[src/rtl/ball_physics_if.sv]
// Signal bundle between the projectile engine and its neighbours:
// button and tilt come in from the accelerometer side, ball position,
// phase and the physics strobe go out to the renderer.
interface ball_physics_if;
  logic               btn;
  logic signed [15:0] ax;
  logic signed [15:0] ay;
  logic [9:0]         ball_x;
  logic [9:0]         ball_y;
  logic [1:0]         state;
  logic               tick;

  modport master (output btn, ax, ay, input ball_x, ball_y, state, tick);
  modport slave  (input btn, ax, ay, output ball_x, ball_y, state, tick);
endinterface

[src/rtl/ball_physics.sv]
// Fixed-point projectile engine. Holding the button charges a launch
// velocity from tilt; releasing it flies the ball under gravity with
// damped bounces off the walls, ceiling and floor until it comes to rest.
module ball_physics #(
  parameter int SCREEN_W   = 640,
  parameter int SCREEN_H   = 480,
  parameter int BALL_R     = 5,
  parameter int START_X    = 100,
  parameter int START_Y    = 400,
  parameter int TICK_DIV   = 25000,
  parameter int POS_FRAC   = 4,
  parameter int VEL_W      = 12,
  parameter int VMAX       = 1000,
  parameter int ACC_SHIFT  = 4,
  parameter int GRAVITY    = 2,
  parameter int DAMP_SHIFT = 2,
  parameter int REST_V     = 8
) (
  input logic           clk,
  input logic           rst,
  ball_physics_if.slave bus
);

  // Position width, candidate width (two guard bits so overshoot past
  // either edge stays representable), and a sum width wide enough for
  // velocity plus a full tilt step before saturation.
  localparam int PW    = 10 + POS_FRAC;
  localparam int CW    = PW + 2;
  localparam int SW    = ((VEL_W > 16) ? VEL_W : 16) + 2;
  localparam int CNT_W = $clog2(TICK_DIV);

  localparam int LIM_L  = BALL_R;
  localparam int LIM_HX = SCREEN_W - 1 - BALL_R;
  localparam int LIM_HY = SCREEN_H - 1 - BALL_R;

  localparam logic [PW-1:0] PX_START = PW'(START_X << POS_FRAC);
  localparam logic [PW-1:0] PY_START = PW'(START_Y << POS_FRAC);
  localparam logic [PW-1:0] PX_LO    = PW'(LIM_L << POS_FRAC);
  localparam logic [PW-1:0] PX_HI    = PW'(LIM_HX << POS_FRAC);
  localparam logic [PW-1:0] PY_LO    = PW'(LIM_L << POS_FRAC);
  localparam logic [PW-1:0] PY_HI    = PW'(LIM_HY << POS_FRAC);

  localparam logic signed [CW-1:0]    CL_L   = CW'(LIM_L);
  localparam logic signed [CW-1:0]    CL_HX  = CW'(LIM_HX);
  localparam logic signed [CW-1:0]    CL_HY  = CW'(LIM_HY);
  localparam logic signed [SW-1:0]    VMAX_S = SW'(VMAX);
  localparam logic signed [SW-1:0]    GRAV_S = SW'(GRAVITY);
  localparam logic signed [VEL_W-1:0] VMAX_V = VEL_W'(VMAX);
  localparam logic signed [VEL_W-1:0] REST_S = VEL_W'(REST_V);

  typedef enum logic [1:0] {
    IDLE   = 2'd0,
    CHARGE = 2'd1,
    FLIGHT = 2'd2,
    REST   = 2'd3
  } state_t;

  state_t                   state_q;
  logic [CNT_W-1:0]         cnt_q;
  logic                     tick_q;
  logic                     btn_prev;
  logic                     armed;
  logic [PW-1:0]            px;
  logic [PW-1:0]            py;
  logic signed [VEL_W-1:0]  vx;
  logic signed [VEL_W-1:0]  vy;
  logic [9:0]               ball_x_q;
  logic [9:0]               ball_y_q;

  // Clip a widened velocity sum back into +/-VMAX.
  function automatic logic signed [VEL_W-1:0] sat_vel(input logic signed [SW-1:0] v);
    logic signed [VEL_W-1:0] r;
    if (v > VMAX_S)       r = VMAX_V;
    else if (v < -VMAX_S) r = -VMAX_V;
    else                  r = v[VEL_W-1:0];
    return r;
  endfunction

  // Reverse a velocity component and shed a fraction of it.
  function automatic logic signed [VEL_W-1:0] damp_vel(input logic signed [VEL_W-1:0] v);
    return -(v - (v >>> DAMP_SHIFT));
  endfunction

  // A press only counts once the button has been seen released since
  // reset, so a button held through reset release is not a launch.
  logic btn_rise;
  assign btn_rise = bus.btn & ~btn_prev & armed;

  logic signed [15:0]      ax_step;
  logic signed [15:0]      ay_step;
  logic signed [SW-1:0]    ax_ext;
  logic signed [SW-1:0]    ay_ext;
  logic signed [SW-1:0]    vx_ext;
  logic signed [SW-1:0]    vy_ext;
  logic signed [VEL_W-1:0] vx_charge;
  logic signed [VEL_W-1:0] vy_charge;
  logic signed [VEL_W-1:0] vy_grav;
  logic signed [VEL_W-1:0] vx_damp;
  logic signed [VEL_W-1:0] vy_damp;

  assign ax_step   = $signed(bus.ax) >>> ACC_SHIFT;
  assign ay_step   = $signed(bus.ay) >>> ACC_SHIFT;
  assign ax_ext    = {{(SW-16){ax_step[15]}}, ax_step};
  assign ay_ext    = {{(SW-16){ay_step[15]}}, ay_step};
  assign vx_ext    = {{(SW-VEL_W){vx[VEL_W-1]}}, vx};
  assign vy_ext    = {{(SW-VEL_W){vy[VEL_W-1]}}, vy};
  assign vx_charge = sat_vel(vx_ext + ax_ext);
  assign vy_charge = sat_vel(vy_ext - ay_ext);
  assign vy_grav   = sat_vel(vy_ext + GRAV_S);
  assign vx_damp   = damp_vel(vx);
  assign vy_damp   = damp_vel(vy);

  logic signed [CW-1:0] cand_x;
  logic signed [CW-1:0] cand_y;
  logic signed [CW-1:0] cand_xi;
  logic signed [CW-1:0] cand_yi;
  logic                 x_lo;
  logic                 x_hi;
  logic                 y_lo;
  logic                 y_hi;
  logic                 rest_hit;

  assign cand_x   = $signed({2'b00, px}) + $signed({{(CW-VEL_W){vx[VEL_W-1]}}, vx});
  assign cand_y   = $signed({2'b00, py}) + $signed({{(CW-VEL_W){vy[VEL_W-1]}}, vy});
  assign cand_xi  = cand_x >>> POS_FRAC;
  assign cand_yi  = cand_y >>> POS_FRAC;
  assign x_lo     = (cand_xi <= CL_L);
  assign x_hi     = (cand_xi >= CL_HX);
  assign y_lo     = (cand_yi <= CL_L);
  assign y_hi     = (cand_yi >= CL_HY);
  assign rest_hit = y_hi && (vy_damp < REST_S) && (vy_damp > -REST_S);

  logic [PW-1:0]           px_next;
  logic [PW-1:0]           py_next;
  logic signed [VEL_W-1:0] vx_next;
  logic signed [VEL_W-1:0] vy_next;

  // One flight step per axis: move, or clamp to the edge and bounce; the
  // vertical axis only feels gravity on ticks where it does not bounce.
  always_comb begin
    px_next = cand_x[PW-1:0];
    vx_next = vx;
    py_next = cand_y[PW-1:0];
    vy_next = vy_grav;
    if (x_lo) begin
      px_next = PX_LO;
      vx_next = vx_damp;
    end else if (x_hi) begin
      px_next = PX_HI;
      vx_next = vx_damp;
    end
    if (y_lo) begin
      py_next = PY_LO;
      vy_next = vy_damp;
    end else if (y_hi) begin
      py_next = PY_HI;
      vy_next = vy_damp;
    end
  end

  // Tick divider, button edge tracking, launch/flight state machine and
  // the registered position outputs, all advancing on the same edge.
  always_ff @(posedge clk) begin
    if (!rst) begin
      state_q  <= IDLE;
      cnt_q    <= '0;
      tick_q   <= 1'b0;
      btn_prev <= 1'b0;
      armed    <= 1'b0;
      px       <= PX_START;
      py       <= PY_START;
      vx       <= '0;
      vy       <= '0;
      ball_x_q <= 10'(START_X);
      ball_y_q <= 10'(START_Y);
    end else begin
      cnt_q    <= (cnt_q == CNT_W'(TICK_DIV - 1)) ? '0 : cnt_q + CNT_W'(1);
      tick_q   <= (cnt_q == CNT_W'(TICK_DIV - 2));
      btn_prev <= bus.btn;
      if (!bus.btn) armed <= 1'b1;
      ball_x_q <= px[PW-1:POS_FRAC];
      ball_y_q <= py[PW-1:POS_FRAC];
      case (state_q)
        IDLE: begin
          px <= PX_START;
          py <= PY_START;
          vx <= '0;
          vy <= '0;
          if (btn_rise) state_q <= CHARGE;
        end
        CHARGE: begin
          if (!bus.btn) begin
            state_q <= FLIGHT;
          end else if (tick_q) begin
            vx <= vx_charge;
            vy <= vy_charge;
          end
        end
        FLIGHT: begin
          if (tick_q) begin
            px <= px_next;
            py <= py_next;
            if (rest_hit) begin
              vx      <= '0;
              vy      <= '0;
              state_q <= REST;
            end else begin
              vx <= vx_next;
              vy <= vy_next;
            end
          end
        end
        REST: begin
          vx <= '0;
          vy <= '0;
          if (btn_rise) state_q <= IDLE;
        end
        default: state_q <= IDLE;
      endcase
    end
  end

  assign bus.ball_x = ball_x_q;
  assign bus.ball_y = ball_y_q;
  assign bus.state  = state_q;
  assign bus.tick   = tick_q;

endmodule

[src/flat_wrapper.sv]
// flat-port wrapper written by rule: the top's interface ports become plain ports
module ball_physics_flat 
#(
  parameter int SCREEN_W   = 640,
  parameter int SCREEN_H   = 480,
  parameter int BALL_R     = 5,
  parameter int START_X    = 100,
  parameter int START_Y    = 400,
  parameter int TICK_DIV   = 25000,
  parameter int POS_FRAC   = 4,
  parameter int VEL_W      = 12,
  parameter int VMAX       = 1000,
  parameter int ACC_SHIFT  = 4,
  parameter int GRAVITY    = 2,
  parameter int DAMP_SHIFT = 2,
  parameter int REST_V     = 8
)
  (clk, rst, bus_btn, bus_ax, bus_ay, bus_ball_x, bus_ball_y, bus_state, bus_tick);
  ball_physics_if bus_i ();
  input logic clk;
  input logic rst;
  input wire logic [$bits(bus_i.btn)-1:0] bus_btn;
  input wire logic [$bits(bus_i.ax)-1:0] bus_ax;
  input wire logic [$bits(bus_i.ay)-1:0] bus_ay;
  output wire logic [$bits(bus_i.ball_x)-1:0] bus_ball_x;
  output wire logic [$bits(bus_i.ball_y)-1:0] bus_ball_y;
  output wire logic [$bits(bus_i.state)-1:0] bus_state;
  output wire logic [$bits(bus_i.tick)-1:0] bus_tick;
  assign bus_i.btn = bus_btn;
  assign bus_i.ax = bus_ax;
  assign bus_i.ay = bus_ay;
  assign bus_ball_x = bus_i.ball_x;
  assign bus_ball_y = bus_i.ball_y;
  assign bus_state = bus_i.state;
  assign bus_tick = bus_i.tick;
  ball_physics #(.SCREEN_W(SCREEN_W), .SCREEN_H(SCREEN_H), .BALL_R(BALL_R), .START_X(START_X), .START_Y(START_Y), .TICK_DIV(TICK_DIV), .POS_FRAC(POS_FRAC), .VEL_W(VEL_W), .VMAX(VMAX), .ACC_SHIFT(ACC_SHIFT), .GRAVITY(GRAVITY), .DAMP_SHIFT(DAMP_SHIFT), .REST_V(REST_V)) u_core (.clk(clk), .rst(rst), .bus(bus_i));
endmodule
[config.mk]
export PLATFORM = sky130hd
export DESIGN_NAME = ball_physics_flat
export DESIGN_NICKNAME = d
export VERILOG_FILES = /design/src/rtl/ball_physics_if.sv /design/src/rtl/ball_physics.sv /design/src/flat_wrapper.sv
export SDC_FILE = /design/constraint.sdc
export NUM_CORES = 1
export LEC_CHECK = 0
export ABC_AREA = 1
export ABC_CLOCK_PERIOD_IN_PS = 9170
export CAP_MARGIN = 20
export CORE_AREA = 3 3 179 216
export CTS_CLUSTER_SIZE = 14
export DETAILED_ROUTE_END_ITERATION = 10
export DIE_AREA = 0 0 182 219
export SLEW_MARGIN = 20
export SYNTH_ARGS = -nofsm -noshare
export SYNTH_HDL_FRONTEND = slang
export SYNTH_SLANG_ARGS = --single-unit
[constraint.sdc]
create_clock -name clk -period 9.17 [get_ports clk]
set_clock_uncertainty 0.2 [all_clocks]
set_input_delay 1.3755 -clock clk [delete_from_list [all_inputs] [get_ports clk]]
set_output_delay 1.3755 -clock clk [all_outputs]
set_load 0.02 [all_outputs]
==> flow_summary_export.csv, run 1 <==
group,metric,value,unit
setup_path,reg2reg_to,"u_core.vy[5]",
sta,max_freq,0.2321,GHz
synth,synth_area,9151,um^2
placement,dp_slack,4.521,ns
drt,vias,9314,
cells_and_area,fillerInstances,4151,
global_route,grt_pass1_wl,42.03,mm
clocking,ctsRootBufferMaster,"clkbuf_16",
synth,async_reset_ff_share,0,%
sta,timing.final.hold_violations,0,
run,drv_cap,0,
power,p_leak,5.369,nW
cells_and_area,final_nets,1681,
worst_hold_path,min-delay-path-class,"reg -> reg",
clocking,tritoncts,"yes",
clocking,post_cts_buffers,0,
drt,wl_met1,10.12,mm
sta,min_period_over_period,46.99,%
clocking,cts.clk_slew.worst_paths,0.07,ns
synth,avgSynthCellArea,6.048,um^2
sta,fin_ws,4.861,ns
setup_path,timing.rr.start,"u_core.vy[1]",
drt,wl_per_cell,12.45,um
synth,synth_edf_count,0,
synth,synth_top_flop_cell,"dfxtp_1",
power,ir_drop,0.1093,mV
drt,drt_pass1_iterations,5,
drt,ant_nets,0,
floorplan,rows,77,
sta,finalSetupTns,0,ns
status,status,"finished, final reports clean",
setup_path,crit_start,"bus_ay[4]",
synth,synthTopCellsByArea,"dfxtp_1 (20%), nand2_1 (18%), ha_1 (12%)",
cells_and_area,areaGrowthSynthToFinish,14.45,%
drt,first_iter_violations,493,
placement,numPortBuffers,49,
floorplan,initial_utilization,24.87,%
power,powerDensity,262.4,nW/um^2
synth,synth_most_common_cell,"nand2_1",
clocking,cts_buffers,9,
synth,synth_area_leader_cell,"dfxtp_1",
synth,syn-num-nets,1640,
global_route,first_global_vias,9084,
drt,top_layer,"met4",
floorplan,ios,58,
clocking,cts_resized,0,
floorplan,die_y,219,um
sta,max_slew.worst_pin.slew,0.7038,ns
sta,setup_viol,0,
clocking,htree_levels,3,
setup_path,cp_max_fo,8,
drt,via_per_inst,4.581,
setup_path,r2r_cells,22,
setup_path,worstSetupPathType,"in -> reg",
cells_and_area,drive_gt1_share,5.067,%
sta,rsz0062_at_grt,"false",
placement,routabilityCongestion,0.8906,
drt,wl,25.31,mm
floorplan,floorplan.die_area,39860,um^2
synth,ys_top_cells_by_count,"nand2_1 (447), inv_1 (252), nor2_1 (141), nand3_1 (97), dfxtp_1 (92)",
floorplan,die_w,182,um
cells_and_area,diodes,0,
placement,dp_hpwl,20.91,mm
global_route,grt_util_all_layers,12.69,%
clocking,ctsHoldBuffers,0,
clocking,numClockSinks,92,
setup_path,required,9.23,ns
sta,slew_headroom,53.02,%
clocking,cts.path.max_buffers,2,
setup_path,reg2reg_slack,5.34,ns
floorplan,core_region_area,36800,um^2
global_route,grt_max_degree,45,
synth,yosysTopAreaCellShare,20.13,%
sta,finalMaxSlewViolations,0,
synth,synthCells,1513,
global_route,antenna_found_initial,0,
setup_path,cp-end-kind,"flop",
synth,yosysSeqAreaShare,20.13,%
synth,ys_ff_latch,92,
global_route,overflow,0,
setup_path,start_kind,"input port",
setup_path,critical_path_arrival,4.37,ns
setup_path,critPathCapture,"u_core.vy[6]",
clocking,clk_latency,0.35,ns
drt,wl_met3,606,um
cells_and_area,final_util,28.46,%
drt,drc,0,
synth,synth.distinct_cells,50,
drt,routed-wl-met2,13.55,mm
sta,finalCriticalPeriod,4.309,ns
synth,yosysWarnings,0,
==> critical path, stage by stage <==
cell and delay [ns]:
clkdlybuf4s50_1 0.48, ha_1 0.17, inv_1 0.08, fa_1 0.42
nand3_1 0.09, nand3_1 0.11, nand2_1 0.09, nand3_1 0.11
a21boi_0 0.31, o21ai_0 0.11, o21ai_0 0.22, inv_1 0.14
nand2_1 0.22, o21ai_0 0.12, nand2_1 0.10, nand3_1 0.10
nand2_1 0.06, inv_1 0.03
==> where the power goes <==
group	internal (W)	switching, W	total, W
registers	0.000448	0.0000898	0.000538
clock network	0.000219	0.000178	0.000397
logic	0.000635	0.00118	0.00181
total	0.00130	0.00145	0.00275
==> sequential cells by signal, summed over array words and instances, names as in the netlist <==
name,count
u_core.armed,1
u_core.btn_prev,1
u_core.bus.ball_x,10
u_core.bus.ball_y,10
u_core.bus.state,2
u_core.bus.tick,1
u_core.cnt_q,15
u_core.px,14
u_core.py,14
u_core.vx,12
u_core.vy,12
==> routing by layer <==
layer | track usage (%) | vias to the layer above
li1 | - | 4888
met1 | 13.20 | 4221
met2 | 25.33 | 159
met3 | 1.194 | 46
met4 | 5.817 | 0
met5 | 0 | -
==> logic make-up (layout without fill, tap and decap cells) <==
logic type,Yosys count,after routing,share of synthesized area (%)
AO/OA/AOI/OAI,202,202,12.20
XOR/XNOR,52,52,5.264
adder cells (fa/ha/maj),92,92,13.07
buffers and inverters,285,331,12.00
flip-flops,92,92,20.13
AND/OR/NAND/NOR,790,790,37.34
==> cells in the final DEF, fill, tap and decap left out, types with 3 or more instances in the layout <==
cell type	netlist	final
a21oi_1	91	91
a21o_1	4	4
nand2_1	447	447
fa_1	6	6
o21ai_0	62	61
or2_2	6	6
nand3b_1	5	5
o21ai_1	7	8
inv_2	9	9
nor3_2	3	3
xnor2_1	17	17
nor2_1	141	141
nand2_4	6	6
nand3_2	4	4
nand2_2	12	12
o21bai_1	7	7
clkbuf_16	0	9
nand3_1	97	97
and2_1	3	3
xor2_1	33	33
ha_1	86	86
nor3_1	18	18
dfxtp_1	92	92
a21oi_2	5	5
buf_4	0	4
nor2_2	7	7
nand4_1	32	32
o22ai_1	11	11
clkdlybuf4s50_1	0	49
inv_1	252	252
==> stage by stage <==
step | hold slack [ns] | instances | cell area, um^2 | power [W]
2_1_floorplan | 0.2278 | 1513 | 9151 | 0.001961
3_3_place_gp | 0.2461 | 2017 | 10150 | 0.002339
3_5_place_dp | 0.2583 | 2017 | 10150 | 0.002360
4_1_cts | 0.2685 | 2033 | 10470 | 0.002774
5_1_grt | 0.2869 | 2033 | 10470 | 0.003072
6_report | 0.2692 | 2033 | 10470 | 0.002748
==> final cells by class <==
class | count | area (um^2) | share of cell area [%]
clock inverter | 7 | 93.84 | 0.8959
timing repair buffer | 53 | 520.5 | 4.970
clock buffer | 9 | 225.2 | 2.150
inverter | 262 | 983.4 | 9.390
multi-input combinational | 1136 | 6216 | 59.35
tap | 474 | 593.1 | 5.662
sequential | 92 | 1842 | 17.58
==> worst min-delay path by stage <==
| stage | slack (ns) | endpoint | startpoint | cells after the start |
|---|---|---|---|---|
| finish | 0.27 | u_core.armed | u_core.armed | 2 |
| global placement | 0.25 | u_core.cnt_q[0] | u_core.cnt_q[0] | 1 |
| floorplan | 0.23 | u_core.bus.ball_x[1] | u_core.px[5] | 2 |
| global route | 0.29 | u_core.py[0] | u_core.py[0] | 2 |
| CTS | 0.27 | u_core.armed | u_core.armed | 2 |
| detailed placement | 0.26 | u_core.armed | u_core.armed | 2 |
(Power assumes the default switching activity.)
==> inputs of run 2 (changes only) <==
--- a/config.mk
+++ b/config.mk
@@ -6,7 +6,7 @@
 export NUM_CORES = 1
 export LEC_CHECK = 0
 export ABC_AREA = 1
-export ABC_CLOCK_PERIOD_IN_PS = 9170
+export ABC_CLOCK_PERIOD_IN_PS = 4300
 export CAP_MARGIN = 20
 export CORE_AREA = 3 3 179 216
 export CTS_CLUSTER_SIZE = 14
==> constraint.sdc (replaced) <==
create_clock -name clk -period 4.3 [get_ports clk]
set_clock_uncertainty 0.2 [all_clocks]
set_input_delay 0.645 -clock clk [delete_from_list [all_inputs] [get_ports clk]]
set_output_delay 0.645 -clock clk [all_outputs]
set_load 0.02 [all_outputs]
==> run 2 against run 1 <==
Compared with the run above:
- critical path depth up 3
- critical path type is now reg -> reg
- first-iteration DRC count is 1.4% higher
- critical endpoint is now u_core.vx[3]
- combinational power increased by 120%
- sequential power up 110%
- global-route usage increased by 0.14 points
==> flow_summary_export.csv, run 2 (synthesis gave the netlist of run 1 again) <==
group,metric,value,unit
status,status,"finished, final reports clean",
cells_and_area,fillerInstances,4100,
sta,finalMaxSlewViolations,0,
sta,min_period_over_period,86.69,%
global_route,overflow,0,
floorplan,initial_utilization,24.87,%
cells_and_area,final_common_cell,"nand2_1",
setup_path,worstSetupPathType,"reg -> reg",
placement,numPortBuffers,49,
clocking,cts_buffers,9,
power,fin_total_pwr,0.005941,W
setup_path,cp-end-kind,"flop",
worst_hold_path,min-delay-path-class,"reg -> reg",
sta,max_freq,0.2683,GHz
setup_path,required,4.34,ns
setup_path,cp_top_family,"simple AND/OR/NAND/NOR gates",
placement,routabilityCongestion,0.8888,
cells_and_area,regMostFlops,"u_core.cnt_q",
drt,via_per_inst,4.573,
drt,first_iter_violations,500,
sta,finalCriticalPeriod,3.728,ns
cells_and_area,largest_register_ffs,15,
run,drv_cap,0,
global_route,grt_max_degree,44,
setup_path,crit_top_cell,"nand2_1",
cells_and_area,layout_common_cells,"nand2_1 (447), inv_1 (252), nor2_1 (141)",
setup_path,max_stage_delay,0.51,ns
sta,max_slew.worst_pin.slew,0.6756,ns
floorplan,die_w,182,um
clocking,post_cts_buffers,0,
placement,dp.cells,2026,
drt,ant_nets,0,
drt,vias,9339,
clocking,htree_levels,3,
global_route,first_global_vias,9122,
clocking,numClockSinks,92,
global_route,antenna_found_initial,0,
clocking,cts.path.max_buffers,2,
floorplan,rows,77,
cells_and_area,multi_input_area,6211,um^2
clocking,tritoncts,"yes",
floorplan,die_y,219,um
floorplan,core_region_area,36800,um^2
sta,setup_viol,0,
drt,wl_per_cell,12.55,um
clocking,clk_latency,0.35,ns
sta,finalSetupTns,0,ns
global_route,grt_pass1_wl,42.26,mm
clocking,ctsHoldBuffers,0,
sta,timing.final.hold_violations,0,
setup_path,worstPathCellList,"ha_1 -> inv_1 -> fa_1 -> inv_1 -> nand3_1 -> nand2_1 -> nand2_1 -> nand2_1 -> nand2_1 -> nand2_1 -> nand2_1 -> nand2_1 -> nand2_1 -> a21oi_2 -> nand2_1 -> nand2_2 -> nand2_2 -> o21ai_4 -> nand2_1 -> nand2_1 -> nor2_1",
clocking,cts_resized,0,
setup_path,cp.buffers_inverters,2,
cells_and_area,regArea,1842,um^2
floorplan,floorplan.die_area,39860,um^2
cells_and_area,drive_gt1_share,5.485,%
drt,drt_pass1_iterations,7,
setup_path,cp_max_fo,24,
setup_path,start_kind,"flop",
cells_and_area,final_nets,1690,
floorplan,ios,58,
clocking,ctsRootBufferMaster,"clkbuf_16",
power,powerDensity,563.7,nW/um^2
cells_and_area,fin_cells,2042,
drt,drc,0,
power,p_leak,5.414,nW
sta,slew_headroom,54.96,%
cells_and_area,diodes,0,
cells_and_area,areaGrowthSynthToFinish,15.18,%
sta,rsz0062_at_grt,"false",
drt,wl,25.63,mm
global_route,grt_util_all_layers,12.83,%
setup_path,cpMaxStageDelayCell,"o21ai_4",
clocking,cts.clk_slew.worst_paths,0.07,ns
power,ir_drop,0.2531,mV
placement,dp_hpwl,21.03,mm
cells_and_area,largestRegisters,"u_core.cnt_q: 15 flops, u_core.px: 14 flops, u_core.py: 14 flops",
setup_path,critical_path_arrival,3.77,ns
-- run 2: cell type report --
cell class	instances	area share, %
clock buffer	10	2.172
inverter	262	9.330
multi-input combinational	1136	58.93
clock inverter	6	0.8903
timing repair buffer	62	5.579
sequential	92	17.47
tap	474	5.627
-- run 2: power by group --
part | switching (W) | total [W] | internal, W
sequential | 0.000166 | 0.00112 | 0.000956
combinational | 0.00257 | 0.00394 | 0.00138
clock | 0.000360 | 0.000875 | 0.000515
total | 0.00309 | 0.00594 | 0.00285
-- run 2: path summary, 6_finish.rpt --
path                        start               to  slack, ns  cells past startpoint
setup reg to reg     u_core.vx[0]     u_core.vx[3]       0.57                     21
setup / recovery     u_core.vx[0]     u_core.vx[3]       0.57                     21
hold / removal    u_core.cnt_q[0]  u_core.cnt_q[0]       0.27                      1
hold reg to reg   u_core.cnt_q[0]  u_core.cnt_q[0]       0.27                      1
-- run 2: metrics by stage --
stage	utilization, %	hold slack (ns)	cell area (um^2)	setup slack, ns
2_1_floorplan	-	0.2278	9151	1.288
3_3_place_gp	27.76	0.2444	10220	0.4508
3_5_place_dp	27.76	0.2542	10220	0.4037
4_1_cts	28.64	0.2687	10540	0.5833
5_1_grt	28.64	0.2929	10540	0.2139
6_report	28.64	0.2680	10540	0.5723
-- run 2: layer usage --
metal,share of wire (%),wire (um),GRT usage [%]
met5,0,0,0
met4,5.1,1310,7.061
met3,2.4,613,1.343
met2,53,13530,24.97
met1,40,10180,13.30
